<file path="src/rtl/apb_master_ctrl.sv">
// APB requester: takes one local command at a time and runs it as an APB
// SETUP/ACCESS transfer, with an optional ACCESS wait timeout.
module apb_master_ctrl #(
  parameter int TIMEOUT = 255,
  parameter int ADDR_W  = 32
) (
  input  logic              PCLK,
  input  logic              PRESETn,
  input  logic              cmd_valid,
  input  logic              cmd_write,
  input  logic [ADDR_W-1:0] cmd_addr,
  input  logic [31:0]       cmd_wdata,
  output logic              cmd_ready,
  output logic              rsp_valid,
  output logic [31:0]       rsp_rdata,
  output logic              rsp_err,
  output logic              PSEL,
  output logic              PENABLE,
  output logic              PWRITE,
  output logic [ADDR_W-1:0] PADDR,
  output logic [31:0]       PWDATA,
  input  logic [31:0]       PRDATA,
  input  logic              PREADY
);

  localparam int            CW     = (TIMEOUT > 0) ? $clog2(TIMEOUT + 1) : 1;
  localparam bit            TO_EN  = (TIMEOUT > 0);
  localparam logic [CW-1:0] TO_CNT = CW'(TIMEOUT);

  typedef enum logic [1:0] {
    IDLE   = 2'd0,
    SETUP  = 2'd1,
    ACCESS = 2'd2
  } state_e;

  state_e              state_q, state_d;
  logic                pwrite_q, pwrite_d;
  logic [ADDR_W-1:0]   paddr_q, paddr_d;
  logic [31:0]         pwdata_q, pwdata_d;
  logic                rvalid_q, rvalid_d;
  logic [31:0]         rdata_q, rdata_d;
  logic                rerr_q, rerr_d;
  logic [CW-1:0]       cnt_q, cnt_d;

  always_ff @(posedge PCLK or negedge PRESETn) begin
    if (!PRESETn) begin
      state_q  <= IDLE;
      pwrite_q <= 1'b0;
      paddr_q  <= '0;
      pwdata_q <= '0;
      rvalid_q <= 1'b0;
      rdata_q  <= '0;
      rerr_q   <= 1'b0;
      cnt_q    <= '0;
    end else begin
      state_q  <= state_d;
      pwrite_q <= pwrite_d;
      paddr_q  <= paddr_d;
      pwdata_q <= pwdata_d;
      rvalid_q <= rvalid_d;
      rdata_q  <= rdata_d;
      rerr_q   <= rerr_d;
      cnt_q    <= cnt_d;
    end
  end

  always_comb begin
    state_d  = state_q;
    pwrite_d = pwrite_q;
    paddr_d  = paddr_q;
    pwdata_d = pwdata_q;
    rvalid_d = 1'b0;
    rdata_d  = rdata_q;
    rerr_d   = rerr_q;
    cnt_d    = cnt_q;
    case (state_q)
      IDLE: begin
        if (cmd_valid) begin
          pwrite_d = cmd_write;
          paddr_d  = cmd_addr;
          pwdata_d = cmd_wdata;
          state_d  = SETUP;
        end
      end
      SETUP: begin
        cnt_d   = '0;
        state_d = ACCESS;
      end
      ACCESS: begin
        // completion wins over a timeout landing on the same edge
        if (PREADY) begin
          rvalid_d = 1'b1;
          rerr_d   = 1'b0;
          if (!pwrite_q) rdata_d = PRDATA;
          state_d  = IDLE;
        end else if (TO_EN && (cnt_q == TO_CNT)) begin
          rvalid_d = 1'b1;
          rerr_d   = 1'b1;
          rdata_d  = '0;
          state_d  = IDLE;
        end else begin
          cnt_d = cnt_q + 1'b1;
        end
      end
      default: state_d = IDLE;
    endcase
  end

  // cmd_ready is gated by reset so it stays low for the whole reset pulse
  assign cmd_ready = PRESETn & (state_q == IDLE);
  assign PSEL      = (state_q != IDLE);
  assign PENABLE   = (state_q == ACCESS);
  assign PWRITE    = pwrite_q;
  assign PADDR     = paddr_q;
  assign PWDATA    = pwdata_q;
  assign rsp_valid = rvalid_q;
  assign rsp_rdata = rdata_q;
  assign rsp_err   = rerr_q;

endmodule

</file>
<file path="config.mk">
export PLATFORM = sky130hd
export DESIGN_NAME = apb_master_ctrl
export DESIGN_NICKNAME = d
export VERILOG_FILES = /design/src/rtl/apb_master_ctrl.sv
export SDC_FILE = /design/constraint.sdc
export NUM_CORES = 1
export LEC_CHECK = 0
export BUFFER_PORTS_ARGS = -buffer_cell sky130_fd_sc_hd__buf_2
export CORE_UTILIZATION = 45
export CTS_BUF_LIST = sky130_fd_sc_hd__clkbuf_2 sky130_fd_sc_hd__clkbuf_4 sky130_fd_sc_hd__clkbuf_8
export DETAILED_ROUTE_END_ITERATION = 8
export PLACE_DENSITY = 0.88
export SLEW_MARGIN = 20
export SYNTH_ARGS = -nofsm -noshare
export SYNTH_HDL_FRONTEND = slang
export SYNTH_SLANG_ARGS = --single-unit
export TNS_END_PERCENT = 100
</file>
<file path="constraint.sdc">
create_clock -name PCLK -period 3.9 [get_ports PCLK]
set_input_delay 0.195 -clock PCLK [delete_from_list [all_inputs] [get_ports PCLK]]
set_output_delay 0.195 -clock PCLK [all_outputs]
set_load 0.01 [all_outputs]
</file>
==> results of run 1 <==
[per-layer routing]
metal | up-vias | global-route usage | wire length [um]
met3 | 10 | 0.0425 | 537
li1 | 1442 | - | -
met2 | 118 | 0.349 | 5270
met1 | 1537 | 0.243 | 4100
met5 | - | 0 | 0
met4 | 0 | 0.0486 | 85
[through the flow]
step | setup slack (ns) | area [um^2] | power [uW] | utilization
floorplan | 2.30 | 4320 | 2960 | -
global placement | 1.73 | 5440 | 3640 | 0.586
detailed placement | 1.61 | 5440 | 3740 | 0.586
CTS | 1.60 | 5660 | 4450 | 0.610
global route | 1.46 | 5660 | 4670 | 0.610
finish | 1.64 | 5660 | 4400 | 0.610
[cells by family (layout without fill, tap and decap cells)]
family / Yosys count / in the layout
buffers and inverters: 23 / 232
AO/OA/AOI/OAI: 49 / 49
adder cells (fa/ha/maj): 5 / 5
multiplexers: 67 / 67
AND/OR/NAND/NOR: 32 / 32
flip-flops: 109 / 109
[final cells by class]
cell class / instances / area (um^2) / area share
sequential: 109 / 2730 / 0.482
multi-input combinational: 153 / 1470 / 0.259
timing repair buffer: 209 / 1070 / 0.189
tap: 129 / 161 / 0.0285
clock buffer: 10 / 131 / 0.0232
clock inverter: 6 / 80.1 / 0.0141
inverter: 7 / 26.3 / 0.00464
[cells in the final DEF (no fill, tap or decap), types with 2 or more instances in the layout]
| master | n |
|---|---|
| a21oi_1 | 3 |
| inv_6 | 2 |
| nand3_1 | 7 |
| nand4b_1 | 2 |
| mux2_4 | 2 |
| nor2_1 | 3 |
| ha_1 | 5 |
| nor3_1 | 2 |
| buf_2 | 201 |
| clkbuf_8 | 9 |
| dfrtp_1 | 109 |
| o211ai_1 | 4 |
| or4_1 | 2 |
| buf_4 | 7 |
| a22o_1 | 32 |
| mux2_2 | 65 |
| nand2b_1 | 3 |
| nand2_1 | 2 |
| nor2b_1 | 2 |
| inv_1 | 7 |
[worst max-delay path by stage]
| stage | slack, ns | cells after the start | endpoint |
|---|---|---|---|
| final | 1.64 | 5 | PADDR[25]$_DFFE_PN0P_ |
| after global routing | 1.46 | 5 | PADDR[21]$_DFFE_PN0P_ |
| after CTS | 1.60 | 5 | PADDR[25]$_DFFE_PN0P_ |
| after detailed placement | 1.61 | 5 | PADDR[21]$_DFFE_PN0P_ |
| after global placement | 1.73 | 5 | PADDR[23]$_DFFE_PN0P_ |
| after floorplan | 2.30 | 6 | state_q[0]$_DFFE_PN0P_ |
[worst reg2reg max path: cells and delay by family, from the launching register on]
| kind | cells | cell delay (ns) |
|---|---|---|
| simple gates | 1 | 0.72 |
| flops | 1 | 0.38 |
| mux | 1 | 0.36 |
| buf+inv | 2 | 0.45 |
| fa+ha+maj | 1 | 0.24 |
[registers in the layout, summed over array words and instances (netlist names)]
signal / count
PADDR: 32
PWDATA: 32
rsp_rdata: 32
cnt_q: 8
state_q: 2
PWRITE: 1
rsp_err: 1
rsp_valid: 1
[power by group]
group / internal (uW) / switching, uW / leakage, uW / total [uW]
clock: 316 / 390 / 0.000104 / 706
sequential: 1640 / 263 / 0.00133 / 1900
combinational: 933 / 860 / 0.00146 / 1790
[timing repair]
action | in CTS | in global routing
endpoints found under the hold margin | 45 | 0
setup endpoints to repair | 0 | 0
hold buffers | 1 | 0
==> qor_table.md, run 1 <==
| Stage | Result | Value |
|---|---|---|
| critical path | Critical Path End Type | flop |
| detailed routing | Total length of routed wires | 9.99 mm |
| floorplanning | Area of the die | 9990 um^2 |
| clock tree | CTS clock-pin slew for the worst setup and hold paths | 0.11 ns |
| sta | Total negative setup slack | 0 ns |
| critical path | CP startpoint kind | flop |
| synthesis | Flip-flop and latch count after synthesis | 109 |
| detailed routing | Number of DRC violations after detailed routing | 0 |
| min path | Capture endpoint of the worst hold path | rsp_rdata[15]$_DFFE_PN0P_ |
| placed design | Final GP Congestion | 0.802 |
| floorplanning | Die extent in y | 99.9 um |
| synthesis | Sequential cell area fraction in the yosys report | 0.632 |
| clock tree | Clock network latency to the later pin of the worst-skew pair | 0.36 ns |
| clock tree | CTS tree | built |
| sta | Upper clock frequency limit | 0.443 GHz |
| critical path | Capture point of the worst reg-to-reg path | PADDR[25]$_DFFE_PN0P_ |
| sta | Final worst path period share | 0.578 |
| detailed routing | DRT Pass-1 Iters | 4 |
| placed design | Placed insts | 606 |
| power and ir drop | Standby leakage power | 0.00289 uW |
| synthesis | Leading post-synthesis cells by instance count | 109 x dfrtp_1, 65 x mux2_2, 32 x a22o_1 |
| synthesis | Area of the mapped netlist | 4320 um^2 |
| grt | Antenna violations before repair | 0 |
| layout | Area growth, synth to finish | 31.2% |
| sta | Shortest clock period the worst path allows after layout | 2.26 ns |
| synthesis | Number of enable-type register cells in the synthesized netlist | 0 |
| synthesis | Synth unique cells | 36 |
| sta | Relative max-transition margin | 0.339 |
| floorplanning | DIE WIDTH | 99.9 um |
| outcome | Status | completed |
| synthesis | Leading area contributor after synthesis | dfrtp_1 |
| critical path | Worst-path cell with the longest stage delay | nand2_2 |
| sta | Final count of pins violating max slew | 0 |
| placed design | Input/output buffers | 202 |
| sta | Count of endpoints failing hold in the final timing report | 0 |
| critical path | CP delay by family, top | simple AND/OR/NAND/NOR gates |
| min path | Min-Delay Path Depth | 2 |
| synthesis | Fraction of synthesized area in multiplexers | 0.177 |
| clock tree | Count of instances resized after the clock tree is built | 0 |
| floorplanning | Core area | 9280 um^2 |
| detailed routing | Total via count after detailed routing | 3107 |
| critical path | Worst EP required | 4.14 ns |
| critical path | CP bufs+invs | 2 |
| synthesis | Synth Area in Compound Gates | 0.100 |
| synthesis | Mapped Cells | 285 |
| synthesis | Main combinational cell family by area after synthesis | multiplexers |
| sta | Setup violators final | 0 |
| min path | Path class of the lowest-slack min-delay path | in2reg |
| synthesis | Synth Area in XOR/XNOR | 0 |
| grt | Wire length of the first global-routing pass | 15.2 mm |
| detailed routing | Initial detailed-routing violation count | 86 |
| sta | Slew at the pin with the worst max-slew slack | 0.988 ns |
| synthesis | Leading cell type by number of instances after synthesis | dfrtp_1 |
| synthesis | Async S/R FF share, synth | 1.00 |
| min path | Beginning of the worst hold path | PRDATA[15] |
| sta | Setup repair after global routing missed its margin | false |
| run | Max capacitance violation total | 0 |
| critical path | Flop-to-flop setup slack | 1.64 ns |
| detailed routing | Post-DRT Antenna Nets | 0 |
| floorplanning | Initial Util | 0.465 |
| floorplanning | Row count | 35 |
| critical path | Critical-path maximum fanout | 44 |
| synthesis | Fraction of post-synthesis cell area in the top cell type by area | 0.632 |
| clock tree | CTS buffer count | 9 |
| layout | Filler Cell Count | 752 |
| synthesis | Post-Synthesis Mean Instance Area | 15.1 um^2 |
| synthesis | YS warnings | 0 |
| grt | Largest net degree at the start of global routing | 65 |
| critical path | Worst setup path start | state_q[0]$_DFFE_PN0P_ |
| clock tree | Clock tree root driver cell | clkbuf_8 |
| critical path | Critical path type | reg2reg |
| grt | Gr ovfl total | 0 |
| clock tree | CTS H-tree lvls | 3 |
| synthesis | Largest cells by area after synthesis | dfrtp_1 63%, mux2_2 17%, a22o_1 6.5% |
| detailed routing | Drt via density | 4.99 |
| sta | Skew final | 0.0134 ns |
| critical path | Source of the worst register-to-register timing path | state_q[0]$_DFFE_PN0P_ |
| layout | Ratio of cells with drive above 1 in the final layout | 0.609 |
| power and ir drop | Pwr per Cell Area | 777 nW/um^2 |
| critical path | CP cell instances | inv_1 -> ha_1 -> nand2_2 -> buf_4 -> mux2_2 |
| sta | Worst Hold Slack | 0.0510 ns |
| placed design | DP HPWL | 7.41 mm |
| clock tree | Maximum root-to-sink buffer count | 2 |
| grt | Number of global-route vias before repair | 3053 |
| synthesis | Share of synthesized cell area in full adder, half adder and majority cells | 0.0145 |
| detailed routing | WL per Instance | 16.0 um |
| grt | All-layer global routing usage | 0.196 |
| clock tree | Buffers inserted by post-CTS timing repair | 0 |
| critical path | Largest stage delay on the critical path | 0.72 ns |
| floorplanning | I/O Pins | 203 |
| synthesis | Leading register cell type out of synthesis | dfrtp_1 |
| layout | NumNets Final | 595 |
| synthesis | Net Count, Synth | 391 |
| power and ir drop | Worst IR drop on VDD | 0.000342 V |
| critical path | WP data arrival | 2.50 ns |
| layout | Number of non-filler instances in the completed layout | 623 |
| synthesis | Share of synthesized cell area in and, or, nand and nor gates | 0.0476 |
| clock tree | Number of clock sinks | 109 |
| layout | N_diodes | 0 |
| critical path | Number of cell instances on the worst register-to-register path | 5 |
Note: power is estimated with default switching activity, not from simulation.
==> inputs of run 2 (changes only) <==
Settings changed: CORE_UTILIZATION 45 to 43.
Clock period 3.9 ns to 1.8 ns, I/O delays scaled along.
==> run 2 against run 1 <==
Effect of this change: die area is 4.6% higher; global-route usage up 3.6 points; clock power rose by 110%; hold slack better by 0.073 ns; sequential cell count unchanged; critical endpoint is now rsp_rdata[17]$_DFFE_PN0P_.
==> qor_table.md, run 2 (synthesized netlist as in run 1, its figures left out) <==
| Stage | Result | Value | Delta |
|---|---|---|---|
| critical path | CP bufs+invs | 1 | was 2 |
| sta | Shortest clock period the worst path allows after layout | 1.68 ns | was 2.26 ns |
| clock tree | CTS buffer count | 9 | unchanged |
| clock tree | Buffers inserted by post-CTS timing repair | 0 | unchanged |
| sta | Setup repair after global routing missed its margin | false | unchanged |
| sta | Upper clock frequency limit | 0.595 GHz | was 0.443 GHz |
| floorplanning | Row count | 36 | was 35 |
| grt | All-layer global routing usage | 0.232 | was 0.196 |
| floorplanning | Initial Util | 0.444 | was 0.465 |
| layout | Most frequent cells in the layout | 201 x buf_2, 109 x dfrtp_1, 98 x dlygate4sd3_1 | was 201 x buf_2, 109 x dfrtp_1, 65 x mux2_2 |
| critical path | CP cell instances | ha_1 -> nand4_4 -> nor3_2 -> o21ai_2 -> buf_12 -> a22o_1 | was inv_1 -> ha_1 -> nand2_2 -> buf_4 -> mux2_2 |
| clock tree | Maximum root-to-sink buffer count | 2 | unchanged |
| sta | Count of endpoints failing hold in the final timing report | 0 | unchanged |
| sta | Final count of pins violating max slew | 0 | unchanged |
| critical path | Critical-path maximum fanout | 28 | was 44 |
| layout | Number of non-filler instances in the completed layout | 727 | was 623 |
| detailed routing | Number of DRC violations after detailed routing | 0 | unchanged |
| critical path | CP delay by family, top | flip-flops | was simple AND/OR/NAND/NOR gates |
| clock tree | CTS tree | built | unchanged |
| placed design | Final GP Congestion | 0.758 | was 0.802 |
| grt | Gr ovfl total | 0 | unchanged |
| grt | Largest net degree at the start of global routing | 62 | was 65 |
| sta | Total negative setup slack | 0 ns | unchanged |
| detailed routing | Total via count after detailed routing | 3585 | was 3107 |
| critical path | Largest stage delay on the critical path | 0.43 ns | was 0.72 ns |
| critical path | Flop-to-flop setup slack | 0.12 ns | was 1.64 ns |
| detailed routing | Initial detailed-routing violation count | 80 | was 86 |
| clock tree | Number of clock sinks | 109 | unchanged |
| placed design | Placed insts | 613 | was 606 |
| placed design | Input/output buffers | 202 | unchanged |
| critical path | Worst-path cell with the longest stage delay | dfrtp_1 | was nand2_2 |
| critical path | WP data arrival | 1.93 ns | was 2.50 ns |
| grt | Wire length of the first global-routing pass | 18.1 mm | was 15.2 mm |
| layout | Area growth, synth to finish | 55.1% | was 31.2% |
| sta | Final worst path period share | 0.933 | was 0.578 |
| floorplanning | Die extent in y | 102 um | was 99.9 um |
| outcome | Status | completed | unchanged |
| critical path | Worst EP required | 2.05 ns | was 4.14 ns |
| floorplanning | Core area | 9730 um^2 | was 9280 um^2 |
| run | Max capacitance violation total | 0 | unchanged |
| layout | Ratio of cells with drive above 1 in the final layout | 0.513 | was 0.609 |
| sta | Skew final | 0.0106 ns | was 0.0134 ns |
| floorplanning | DIE WIDTH | 102 um | was 99.9 um |
| clock tree | CTS H-tree lvls | 3 | unchanged |
| detailed routing | Drt via density | 4.93 | was 4.99 |
| clock tree | CTS clock-pin slew for the worst setup and hold paths | 0.10 ns | was 0.11 ns |
| grt | Number of global-route vias before repair | 3753 | was 3053 |
| placed design | Worst setup slack before clock tree synthesis | 0.133 ns | was 1.61 ns |
| detailed routing | DRT Pass-1 Iters | 4 | unchanged |
| layout | N_diodes | 0 | unchanged |
| power and ir drop | Worst IR drop on VDD | 0.000920 V | was 0.000342 V |
| floorplanning | I/O Pins | 203 | unchanged |
| clock tree | Clock tree root driver cell | clkbuf_8 | unchanged |
| critical path | CP startpoint kind | flop | unchanged |
| critical path | Critical path type | reg2reg | unchanged |
| detailed routing | Total length of routed wires | 12.5 mm | was 9.99 mm |
| clock tree | Clock network latency to the later pin of the worst-skew pair | 0.37 ns | was 0.36 ns |
| layout | Most common cell after layout, fill and taps aside | buf_2 | unchanged |
| sta | Worst setup margin | 0.120 ns | was 1.64 ns |
| power and ir drop | Standby leakage power | 0.00332 uW | was 0.00289 uW |
| critical path | Critical Path End Type | flop | unchanged |
| sta | Slew at the pin with the worst max-slew slack | 0.760 ns | was 0.988 ns |
| grt | Antenna violations before repair | 0 | unchanged |
| sta | Relative max-transition margin | 0.493 | was 0.339 |
| sta | Setup violators final | 0 | unchanged |
| power and ir drop | Pwr per Cell Area | 1480 nW/um^2 | was 777 nW/um^2 |
| placed design | DP HPWL | 7.24 mm | was 7.41 mm |
| min path | Path class of the lowest-slack min-delay path | in2reg | unchanged |
| layout | NumNets Final | 695 | was 595 |
| detailed routing | WL per Instance | 17.2 um | was 16.0 um |
| detailed routing | Post-DRT Antenna Nets | 0 | unchanged |
| floorplanning | Area of the die | 10400 um^2 | was 9990 um^2 |
[run 2: cell type report]
type                       instances  area, um^2
clock inverter                     6        71.3
inverter                           7        26.3
fill                             665        3040
timing repair buffer             309        2100
tap                              133         166
clock buffer                      10         131
multi-input combinational        153        1470
sequential                       109        2730
[run 2: stage by stage]
step	util	area (um^2)	hold WS, ns	power [uW]
2_1_floorplan	-	4320	-0.206	6420
3_3_place_gp	0.566	5510	0.248	7950
3_5_place_dp	0.566	5510	0.258	8170
4_1_cts	0.688	6690	0.0917	9850
5_1_grt	0.688	6690	0.126	10500
6_report	0.688	6690	0.124	9930
[run 2: where the power goes]
group / total, uW / internal [uW] / switching, uW / leakage, uW
Clock: 1510 / 672 / 836 / 0.000102
Sequential: 4180 / 3550 / 626 / 0.00133
Combinational: 4250 / 2230 / 2010 / 0.00189
Total: 9930 / 6460 / 3480 / 0.00332
[run 2: layer usage]
layer  vias up  GRT usage  wire [um]
li1       1641          -          -
met1      1765      0.248       4730
met2       149      0.425       6620
met3        30     0.0534        766
met4         0      0.119        360
met5         -          0          0
[run 2: path summary, 6_finish.rpt]
path | start | end | depth (start not counted)
max in group asynchronous | PRESETn | cnt_q[7]$_DFFE_PN0P_ | 3
min in group asynchronous | PRESETn | PWDATA[15]$_DFFE_PN0P_ | 3
setup / recovery | cnt_q[0]$_DFFE_PN0P_ | rsp_rdata[17]$_DFFE_PN0P_ | 6
hold reg to reg | rsp_rdata[0]$_DFFE_PN0P_ | rsp_rdata[0]$_DFFE_PN0P_ | 1
hold / removal | PREADY | cnt_q[2]$_DFFE_PN0P_ | 3
setup reg to reg | cnt_q[0]$_DFFE_PN0P_ | rsp_rdata[17]$_DFFE_PN0P_ | 6
[run 2: repair_timing]
| item | 4_1_cts | 5_1_grt |
|---|---|---|
| resized for setup | 0 | 1 |
| hold buffers | 98 | 0 |
| hold endpoints to repair | 206 | 0 |
| setup endpoints to repair | 0 | 1 |
[run 2: tightest hold or removal path, cell delays in order]
cell	delay, ns
buf_2	0.15
nand4b_1	0.13
o211ai_1	0.07
==> inputs of run 3 (changes only) <==
Settings changed: CTS_CLUSTER_DIAMETER from default to 120, PLACE_DENSITY 0.88 to 0.81.
==> run 3 against run 2 <==
Effect of this change: sequential cell count unchanged; clock power decreased by 7%; register-to-register slack about the same; core utilization decreased by 0.30 points; sequential share of layout area increased by 0.18 points; combinational power about the same; fmax about the same; via count increased by 1.2%; critical path depth decreased by 1; final area decreased by 0.43%; worst setup slack improved by 0.00098 ns; non-clock buffer count decreased by 2; highest routed layer unchanged.
==> qor_table.md, run 3 (synthesized netlist as in run 1, its figures left out) <==
| Stage | Result | Value | Delta |
|---|---|---|---|
| sta | Setup repair after global routing missed its margin | false | unchanged |
| clock tree | Number of clock sinks | 109 | unchanged |
| critical path | Critical-path maximum fanout | 11 | was 28 |
| placed design | Final GP Congestion | 0.789 | was 0.758 |
| run | Max capacitance violation total | 0 | unchanged |
| sta | Skew final | 0.0169 ns | was 0.0106 ns |
| clock tree | CTS clock-pin slew for the worst setup and hold paths | 0.10 ns | about the same |
| critical path | Number of cell instances on the worst register-to-register path | 5 | was 6 |
| grt | All-layer global routing usage | 0.239 | was 0.232 |
| grt | Number of global-route vias before repair | 3831 | was 3753 |
| floorplanning | Row count | 36 | unchanged |
| sta | Final count of pins violating max slew | 0 | unchanged |
| floorplanning | Core area | 9730 um^2 | unchanged |
| grt | Wire length of the first global-routing pass | 18.9 mm | was 18.1 mm |
| power and ir drop | Standby leakage power | 0.00331 uW | was 0.00332 uW |
| power and ir drop | Pwr per Cell Area | 1470 nW/um^2 | was 1480 nW/um^2 |
| critical path | Worst EP required | 2.05 ns | about the same |
| detailed routing | Drt via density | 5.00 | was 4.93 |
| min path | Path class of the lowest-slack min-delay path | in2reg | unchanged |
| layout | Area growth, synth to finish | 54.4% | was 55.1% |
| critical path | CP bufs+invs | 0 | was 1 |
| placed design | Input/output buffers | 202 | unchanged |
| min path | Min-Delay Path Depth | 3 | unchanged |
| detailed routing | WL per Instance | 17.0 um | was 17.2 um |
| sta | Relative max-transition margin | 0.673 | was 0.493 |
| detailed routing | DRT Pass-1 Iters | 6 | was 4 |
| critical path | CP startpoint kind | flop | unchanged |
| critical path | CP cell instances | ha_1 -> nand4_4 -> o21bai_4 -> o22ai_4 -> mux2_4 | was ha_1 -> nand4_4 -> nor3_2 -> o21ai_2 -> buf_12 -> a22o_1 |
| sta | Shortest clock period the worst path allows after layout | 1.68 ns | about the same |
| critical path | Largest stage delay on the critical path | 0.42 ns | was 0.43 ns |
| detailed routing | Initial detailed-routing violation count | 85 | was 80 |
| floorplanning | Die extent in y | 102 um | unchanged |
| critical path | Cell count along the critical path | 5 | was 6 |
| floorplanning | DIE WIDTH | 102 um | unchanged |
| power and ir drop | Worst IR drop on VDD | 0.000857 V | was 0.000920 V |
| detailed routing | Total length of routed wires | 12.3 mm | was 12.5 mm |
| sta | Upper clock frequency limit | 0.596 GHz | was 0.595 GHz |
| layout | Most common cell after layout, fill and taps aside | buf_2 | unchanged |
| sta | Slew at the pin with the worst max-slew slack | 0.490 ns | was 0.760 ns |
| critical path | Worst-path cell with the longest stage delay | dfrtp_1 | unchanged |
| power and ir drop | Power, Total | 9820 uW | was 9930 uW |
| sta | Final worst path period share | 0.933 | about the same |
| critical path | Critical path type | reg2reg | unchanged |
| layout | Filler Cell Count | 683 | was 665 |
| clock tree | Clock network latency to the later pin of the worst-skew pair | 0.37 ns | about the same |
| critical path | WP data arrival | 1.93 ns | about the same |
| critical path | CP delay by family, top | compound AO/OA/AOI/OAI gates | was flip-flops |
| grt | Gr ovfl total | 0 | unchanged |
| critical path | Critical Path End Type | flop | unchanged |
| clock tree | CTS buffer count | 9 | unchanged |
| layout | N_diodes | 0 | unchanged |
| clock tree | Maximum root-to-sink buffer count | 2 | unchanged |
| layout | Most frequent cells in the layout | 201 x buf_2, 109 x dfrtp_1, 98 x dlygate4sd3_1 | unchanged |
| outcome | Status | completed | unchanged |
| grt | Largest net degree at the start of global routing | 95 | was 62 |
| sta | Total negative setup slack | 0 ns | unchanged |
| floorplanning | Initial Util | 0.444 | unchanged |
| grt | Antenna violations before repair | 0 | unchanged |
| clock tree | CTS tree | built | unchanged |
| layout | NumNets Final | 693 | was 695 |
| clock tree | CTS H-tree lvls | 3 | unchanged |
| detailed routing | Number of DRC violations after detailed routing | 0 | unchanged |
| floorplanning | I/O Pins | 203 | unchanged |
| placed design | DP HPWL | 7.25 mm | was 7.24 mm |
| clock tree | Clock tree root driver cell | clkbuf_8 | unchanged |
| floorplanning | Area of the die | 10400 um^2 | unchanged |
| detailed routing | Total via count after detailed routing | 3628 | was 3585 |
| sta | Setup violators final | 0 | unchanged |
| detailed routing | Post-DRT Antenna Nets | 0 | unchanged |
| sta | Count of endpoints failing hold in the final timing report | 0 | unchanged |
| clock tree | Count of instances resized after the clock tree is built | 0 | unchanged |
| layout | Ratio of cells with drive above 1 in the final layout | 0.510 | was 0.513 |
-- run 3: repair_timing --
item	CTS	global route
hold buffers	98	0
hold endpoints to repair	112	0
buffers inserted	0	0
-- run 3: layout make-up --
type	instances	area, um^2	area share
Timing Repair Buffer	307	2100	0.315
Tap cell	133	166	0.0250
Clock buffer	9	124	0.0186
Sequential cell	109	2730	0.409
Clock inverter	7	55.1	0.00826
Inverter	7	26.3	0.00394
Multi-Input combinational cell	153	1470	0.220
-- run 3: final timing paths --
| check | startpoint | to | slack, ns |
|---|---|---|---|
| min | PREADY | rsp_err$_DFFE_PN0P_ | 0.11 |
| max in group asynchronous | PRESETn | PADDR[2]$_DFFE_PN0P_ | 0.85 |
| max reg2reg | cnt_q[0]$_DFFE_PN0P_ | state_q[1]$_DFFE_PN0P_ | 0.12 |
| max | cnt_q[0]$_DFFE_PN0P_ | state_q[1]$_DFFE_PN0P_ | 0.12 |
| min in group asynchronous | PRESETn | cnt_q[3]$_DFFE_PN0P_ | 0.19 |
| min reg2reg | rsp_err$_DFFE_PN0P_ | rsp_err$_DFFE_PN0P_ | 0.50 |
-- run 3: routing by layer --
| metal | track usage | vias up | share of wire |
|---|---|---|---|
| met4 | 0.104 | 0 | 0.034 |
| met5 | 0 | - | 0 |
| met2 | 0.439 | 155 | 0.54 |
| li1 | - | 1640 | - |
| met3 | 0.0588 | 38 | 0.055 |
| met1 | 0.261 | 1795 | 0.37 |
-- run 3: worst reg2reg max path, cell delays in order, from the launching register on --
cell and delay, ns:
dfrtp_1 0.42, ha_1 0.23, nand4_4 0.15, o21bai_4 0.33, o22ai_4 0.14, mux2_4 0.31
-- run 3: through the flow --
step | area, um^2 | hold slack (ns) | util | worst slack (ns) | std cells
final | 6660 | 0.109 | 0.685 | 0.121 | 725
after global routing | 6660 | 0.0981 | 0.685 | 0.0142 | 725
after CTS | 6660 | 0.0961 | 0.685 | 0.120 | 725
after detailed placement | 5500 | -0.0181 | 0.566 | 0.129 | 611
after global placement | 5500 | -0.0219 | 0.566 | 0.184 | 611
after floorplan | 4320 | -0.206 | - | 0.199 | 285
-- run 3: power by group --
part / switching [uW] / internal, uW
combinational: 2020 / 2210
clock: 871 / 525
sequential: 637 / 3550
